[src/rtl/sequence_player.sv]
// Memory-game pattern playback: shows each stored button index on the
// LEDs for a fixed on-time followed by an all-dark gap.
module sequence_player #(
  parameter int MAX_LEN    = 16,
  parameter int LEN_W      = 5,
  parameter int ON_CYCLES  = 25000000,
  parameter int GAP_CYCLES = 12500000,
  parameter int CNT_W      = 25
) (
  input  logic                   clk,
  input  logic                   rst,
  input  logic                   enable,
  input  logic                   start,
  input  logic [3*MAX_LEN-1:0]   pattern,
  input  logic [LEN_W-1:0]       length,
  output logic [7:0]             led,
  output logic [LEN_W-1:0]       cur_idx,
  output logic                   busy,
  output logic                   done
);

  typedef enum logic [1:0] {
    IDLE,
    SHOW,
    GAP,
    FIN
  } state_t;

  localparam logic [LEN_W-1:0] MAX_L    = LEN_W'(MAX_LEN);
  localparam logic [CNT_W-1:0] ON_LAST  = CNT_W'(ON_CYCLES - 1);
  localparam logic [CNT_W-1:0] GAP_LAST = CNT_W'(GAP_CYCLES - 1);

  state_t               state_q, state_d;
  logic [CNT_W-1:0]     timer_q, timer_d;
  logic [LEN_W-1:0]     idx_q, idx_d;
  logic [LEN_W-1:0]     len_q, len_d;
  logic [3*MAX_LEN-1:0] pat_q, pat_d;
  logic [7:0]           led_q, led_d;
  logic                 busy_q, busy_d;
  logic                 done_q, done_d;

  function automatic logic [7:0] onehot(
    input logic [3*MAX_LEN-1:0] pat,
    input logic [LEN_W-1:0]     i
  );
    logic [3*MAX_LEN-1:0] sh;
    sh = pat >> (3 * i);
    return 8'b1 << sh[2:0];
  endfunction

  always_comb begin
    state_d = state_q;
    timer_d = timer_q;
    idx_d   = idx_q;
    len_d   = len_q;
    pat_d   = pat_q;
    led_d   = led_q;
    busy_d  = busy_q;
    done_d  = 1'b0;
    if (enable) begin
      unique case (state_q)
        IDLE: begin
          if (start) begin
            pat_d   = pattern;
            len_d   = (length > MAX_L) ? MAX_L : length;
            idx_d   = '0;
            timer_d = '0;
            if (len_d == '0) begin
              state_d = FIN;
              led_d   = '0;
              busy_d  = 1'b0;
            end else begin
              state_d = SHOW;
              led_d   = onehot(pattern, '0);
              busy_d  = 1'b1;
            end
          end
        end
        SHOW: begin
          if (timer_q == ON_LAST) begin
            state_d = GAP;
            led_d   = '0;
            timer_d = '0;
          end else begin
            timer_d = timer_q + CNT_W'(1);
          end
        end
        GAP: begin
          if (timer_q == GAP_LAST) begin
            timer_d = '0;
            if (idx_q == len_q - LEN_W'(1)) begin
              state_d = FIN;
              busy_d  = 1'b0;
            end else begin
              idx_d   = idx_q + LEN_W'(1);
              state_d = SHOW;
              led_d   = onehot(pat_q, idx_d);
            end
          end else begin
            timer_d = timer_q + CNT_W'(1);
          end
        end
        FIN: begin
          done_d  = 1'b1;
          busy_d  = 1'b0;
          state_d = IDLE;
        end
        default: state_d = IDLE;
      endcase
    end
  end

  always_ff @(posedge clk or negedge rst) begin
    if (!rst) begin
      state_q <= IDLE;
      timer_q <= '0;
      idx_q   <= '0;
      len_q   <= '0;
      pat_q   <= '0;
      led_q   <= '0;
      busy_q  <= 1'b0;
      done_q  <= 1'b0;
    end else begin
      state_q <= state_d;
      timer_q <= timer_d;
      idx_q   <= idx_d;
      len_q   <= len_d;
      pat_q   <= pat_d;
      led_q   <= led_d;
      busy_q  <= busy_d;
      done_q  <= done_d;
    end
  end

  assign led     = led_q;
  assign cur_idx = idx_q;
  assign busy    = busy_q;
  assign done    = done_q;

endmodule

[config.mk]
export PLATFORM = sky130hd
export DESIGN_NAME = sequence_player
export DESIGN_NICKNAME = d
export VERILOG_FILES = /design/src/rtl/sequence_player.sv
export SDC_FILE = /design/constraint.sdc
export NUM_CORES = 1
export LEC_CHECK = 0
export CORE_MARGIN = 1
export CORE_UTILIZATION = 55
export CTS_BUF_LIST = sky130_fd_sc_hd__clkbuf_16
export DETAILED_ROUTE_END_ITERATION = 6
export HOLD_SLACK_MARGIN = 0.08
export PLACE_DENSITY = 0.8
export SLEW_MARGIN = 10
export SYNTH_ARGS = -nofsm -noshare
export SYNTH_HDL_FRONTEND = slang
export SYNTH_SLANG_ARGS = --single-unit
[constraint.sdc]
create_clock -name clk -period 2.9 [get_ports clk]
set_input_delay 0.58 -clock clk [delete_from_list [all_inputs] [get_ports clk]]
set_output_delay 0.58 -clock clk [all_outputs]
set_load 0.02 [all_outputs]
# ---- Word-level counts from Yosys, hierarchy flattened
# Cells that the tools add are included.
dict set report op_classes {
  n_eq_ne 11
  n_lt_le_gt_ge 1
  bitwise_logic 0
  div 0
  shift 3
  n_reduce_logical 11
  n_addsub 3
  mul 1
  n_mux 28
}
# op count
set ops {}
lappend ops {{2-to-1 mux 25 bit} 3}
lappend ops {{case mux 25 bit (3 select lines)} 1}
lappend ops {{>> shifter 48 x 7 -> 3 bit} 1}
lappend ops {{2-to-1 mux 8 bit} 5}
lappend ops {{adder 25 x 1 -> 25 bit, second input constant} 1}
lappend ops {{equality test 25 x 24 -> 1 bit, second input constant} 1}
lappend ops {{equality test 25 bit, second input constant} 1}
lappend ops {{case mux 8 bit (3 select lines)} 1}
lappend ops {{2-to-1 mux 5 bit} 4}
lappend ops {{left shift 1 x 3 -> 8 bit, first input constant} 2}
lappend ops {{2-to-1 mux 2 bit} 5}
lappend ops {{inequality test 2 bit, second input constant} 5}
lappend ops {{case mux 5 bit (2 select lines)} 1}
lappend ops {{AND reduction 5 bit} 2}
lappend ops {{case mux 2 bit (4 select lines)} 1}
lappend ops {{multiplier 2 x 5 -> 7 bit, first input constant} 1}
lappend ops {{2-to-1 mux 1 bit} 6}
lappend ops {{AND reduction 3 bit} 2}
lappend ops {{AND reduction 6 bit} 1}
lappend ops {{nonzero test 3 bit} 2}
lappend ops {{adder 5 x 1 -> 5 bit, second input constant} 1}
lappend ops {{equality test 5 bit} 1}
lappend ops {{greater-than comparator 5 bit, second input constant} 1}
lappend ops {{zero test 5 bit} 1}
lappend ops {{7 further kinds} 8}
dict set report word_totals {
  rom_bits 0
  n_memories 0
  elab_cells 66
  inputBits 57
  ff_bits 95
  latch_bits 0
  output_inout_bits 15
  mem_bits_rw 0
}

# ---- Logic depth before layout (Yosys ltp)
# Gate-level depths: netlist of the first run.
dict set report logic_depth {
  depth_word 7
  mapped_depth 10
  depth_no_buf 8
}

# ---- Least setup slack after synthesis of the first run
# No wires, ideal clock.
dict set report synth_path {
  path_kind {register -> register}
  startpoint {register idx_q[1], in the netlist cur_idx[1]}
  endpoint {register led_q[6], in the netlist led[6]}
  n_path_buf 0
  arrival_time_ps 2508
  t_required_ps 2821
  path_stages_with_launch 8
  period_less_slack_ps 2587
  setup_ps 79
  path_slack_ps 313
  cell_sequence {dfrtp_1 -> ha_1 -> xor2_2 -> mux4_1 -> nor3_1 -> o21bai_1 -> or3b_1 -> a2bb2oi_1}
}
dict set report synth_between {
  elab_chain_len 7
  word_cells_on_any_way 10
  classes_between {1 x add/sub; 1 x mul; 2 x eq/ne; 2 x shift; 3 x mux; 1 x reduce/logical}
}
# item line_no
set synth_rtl {}
lappend synth_rtl {{start, declared} 35} ;# logic [LEN_W-1:0] idx_q, idx_d;
lappend synth_rtl {{start signal, assigned} 126} ;# idx_q <= idx_d;
lappend synth_rtl {{adder 5 x 1 -> 5 bit} 95} ;# idx_d = idx_q + LEN_W'(1);
lappend synth_rtl {{multiplier 2 x 5 -> 7 bit} 47} ;# sh = pat >> (3 * i);
lappend synth_rtl {{>> shifter 48 x 7 -> 3 bit} 47}
lappend synth_rtl {{left shift 1 x 3 -> 8 bit} 48} ;# return 8'b1 << sh[2:0];
lappend synth_rtl {{2-to-1 mux 8 bit} 91} ;# if (idx_q == len_q - LEN_W'(1)) begin
lappend synth_rtl {{2-to-1 mux 8 bit} 89} ;# if (timer_q == GAP_LAST) begin
lappend synth_rtl {{case mux 8 bit (3 select lines)} 61} ;# unique case (state_q)
lappend synth_rtl {{end signal, assigned} 129} ;# led_q <= led_d;
lappend synth_rtl {{end, declared} 38} ;# logic [7:0] led_q, led_d;
# Parallel ways exist; a longest one is shown, timed or not. The select of a mux whose other input is x is not followed.
# A chain may end at the register's enable or synchronous reset.

# ---- Final worst setup path of the first run
dict set report layout_path {
  startpoint {register idx_q[0], in the netlist cur_idx[0]}
  endpoint {register led_q[6], in the netlist led[6]}
}
# The elaborated chain is that of the path after synthesis.

==> flow_summary.ini, run 1 <==
[power]
peakVddDrop_mv = 0.240
p_per_area_mw_per_mm2 = 471
p_leak_nw = 2.79

[clock_tree]
cts_sinks = 95
cts_tree = yes
clock_latency_ns = 0.34
cts_buffers = 9
ctsRootBufferMaster = clkbuf_16
cts_htree_levels = 3
postCtsSetupRepairBufs = 0
clkTransAtPathRegs_ns = 0.07
post_cts_resized = 0
clockBufferDepth = 2
holdBufCountCts = 0

[critical_path]
cp.arrival_ns = 2.86
endpoint_kind = register
path_max_fanout = 10
reg2reg_depth = 8
worst-setup-path-type = register to register
required_ns = 3.16
cp-start-kind = register

[synth]
synth_seq_cells = 95
synth_edf_count = 0
synth_cell_types = 69
synth_fp_nets = 498
avgSynthCellArea_sq_um = 11.9
yosys_warnings = 0
synth_cells = 434
synth_flop_cell = dfrtp_1
ys_seq_area_frac = 0.461
synth_top_area_frac = 0.461
syn_area_sq_mm = 0.00516
async_flop_share = 1.00
synth_top_area_cell = dfrtp_1
netlist_top_cells_area = dfrtp_1 46%, mux2_2 11%, mux4_1 4.6%

[routing]
vias = 3686
firstDrtPassIters = 4
wire_per_inst_um = 17.3
avgViaCountPerCell = 5.94
routed_wl_um = 10800
ant_nets = 0
drtIter0Drc = 136
drc_errors = 0

[run_status]
status = complete, no violations

[layout]
synthToLayoutAreaGrowth_pct = 22.4
multiInputGateArea_sq_mm = 0.00261
final_cell_mix = 95 x dfrtp_1, 70 x clkdlybuf4s50_1, 51 x mux2_2
diodes = 0
nFillCells = 605
final_common_cell = dfrtp_1
final_nets = 573
utilization = 0.710
layout-drive-gt1-share = 0.211
seqCellArea_sq_mm = 0.00238

[die]
num_rows = 34
coreArea_sq_mm = 0.00889
initial_core_util = 0.580
die_h_um = 98.8
die-area_sq_mm = 0.00977
ioPinCount = 72
die-width_um = 98.8

[placed_design]
gp_congestion = 0.861
io_buffers = 71
dp_hpwl_um = 7840

[global_route]
antenna_found_initial = 0
grt_max_degree = 49
grt_first_pass_wirelength_um = 18400
grt_util_all_layers = 0.239
grt_pass1_vias = 3848
grt_overflow = 0

[timing]
setup_viol = 0
drv_slew = 0
finalCritPeriodShare = 0.896
max_freq_mhz = 385
final_hold_viol_count = 0
fin_skew_ns = 0.00894
slew_headroom = 0.578
rsz0062_at_grt = false
worstMarginPinSlew_ns = 0.633
fin_setup_tns_ns = 0
fin_crit_ns = 2.60

[flow_run]
drv_cap = 0

[min_path]
hp-class = input pin to async pin
-- layer usage --
layer	wire length, um	share of wire	global-route usage
met3	533	0.050	0.0461
met4	253	0.024	0.106
met5	0	0	0
met1	4490	0.42	0.299
met2	5480	0.51	0.405
-- cell usage after synthesis (5+ instances only) --
| cell type | n |
|---|---|
| a21oi_1 | 6 |
| a22o_1 | 5 |
| a2bb2oi_1 | 5 |
| buf_1 | 5 |
| dfrtp_1 | 95 |
| ha_1 | 7 |
| inv_1 | 17 |
| mux2_2 | 51 |
| mux2i_1 | 12 |
| mux4_1 | 9 |
| nand2_1 | 27 |
| nand2b_1 | 9 |
| nand3_1 | 16 |
| nor2_1 | 29 |
| nor3_1 | 10 |
| o21ai_0 | 10 |
| xnor2_1 | 20 |
| xor2_1 | 5 |
-- critical path, cell delays in order, from the launching register on --
cell and delay, ns:
dfrtp_1 0.38, ha_1 0.32, buf_4 0.20, mux2i_1 0.15, mux4_1 0.59, nor3_1 0.15, o21bai_1 0.20, or3b_1 0.38
a2bb2oi_1 0.16
-- path summary, 6_finish.rpt --
check                                       startpoint  slack, ns                      end
worst max-delay path            cur_idx[0]$_DFFE_PN0P_       0.30       led[6]$_DFFE_PN0P_
worst min-delay path                               rst       0.26  timer_q[10]$_DFFE_PN0P_
worst max register to register  cur_idx[0]$_DFFE_PN0P_       0.30       led[6]$_DFFE_PN0P_
worst min register to register   pat_q[26]$_DFFE_PN0P_       0.50    pat_q[26]$_DFFE_PN0P_
max in group asynchronous                          rst       1.95  timer_q[24]$_DFFE_PN0P_
min in group clk                 pat_q[26]$_DFFE_PN0P_       0.50    pat_q[26]$_DFFE_PN0P_
-- metrics by stage --
step	hold slack [ns]	instances	power (W)	cell area (sq um)	worst slack [ns]
finish	0.262	621	0.00297	6310	0.303
global route	0.307	621	0.00309	6310	0.116
CTS	0.278	621	0.00300	6310	0.280
detailed placement	0.488	606	0.00173	5990	0.152
global placement	0.468	606	0.00172	5990	0.206
floorplan	0.284	434	0.00158	5160	0.313
-- power by group --
part	leakage, nW	total, W	switching (W)	internal [W]
Combinational	1.36	0.000257	0.000124	0.000132
Clock	0.157	0.00127	0.000510	0.000759
Sequential	1.28	0.00145	0.0000692	0.00138
-- kinds of logic (layout without fill, tap and decap cells) --
group	count (synthesis)	count (layout)	synth area share
AND/OR/NAND/NOR	143	143	0.166
XOR/XNOR	27	27	0.0488
AO/OA/AOI/OAI	52	52	0.0769
multiplexers	76	76	0.197
flip-flops	95	95	0.461
buffers and inverters	34	113	0.0340
adder cells (fa/ha/maj)	7	7	0.0170
-- area by class of cell --
cell class / instances / area share
Inverter: 17 / 0.0101
Timing Repair Buffer: 81 / 0.128
Clock buffer: 9 / 0.0357
Multi-Input combinational cell: 305 / 0.414
Tap cell: 108 / 0.0214
Sequential cell: 95 / 0.377
Clock inverter: 6 / 0.0145
-- registers in the layout, summed over array words and instances, names as in the netlist --
register and flops:
len_q 5, done 1, busy 1, state_q 2, pat_q 48, led 8
cur_idx 5, timer_q 25
Note: power is estimated with default switching activity, not from simulation.
==> run 2: changes to the inputs <==
Settings changed: CAP_MARGIN set to 20.
==> results of run 2 <==
Same layout as run 1: the final DEF is identical, and so are final timing and power.
==> run 3: changes to the inputs <==
Settings changed: SLEW_MARGIN 10 to not set.
==> results of run 3 <==
Same layout as run 1: the final DEF is identical, and so are final timing and power.
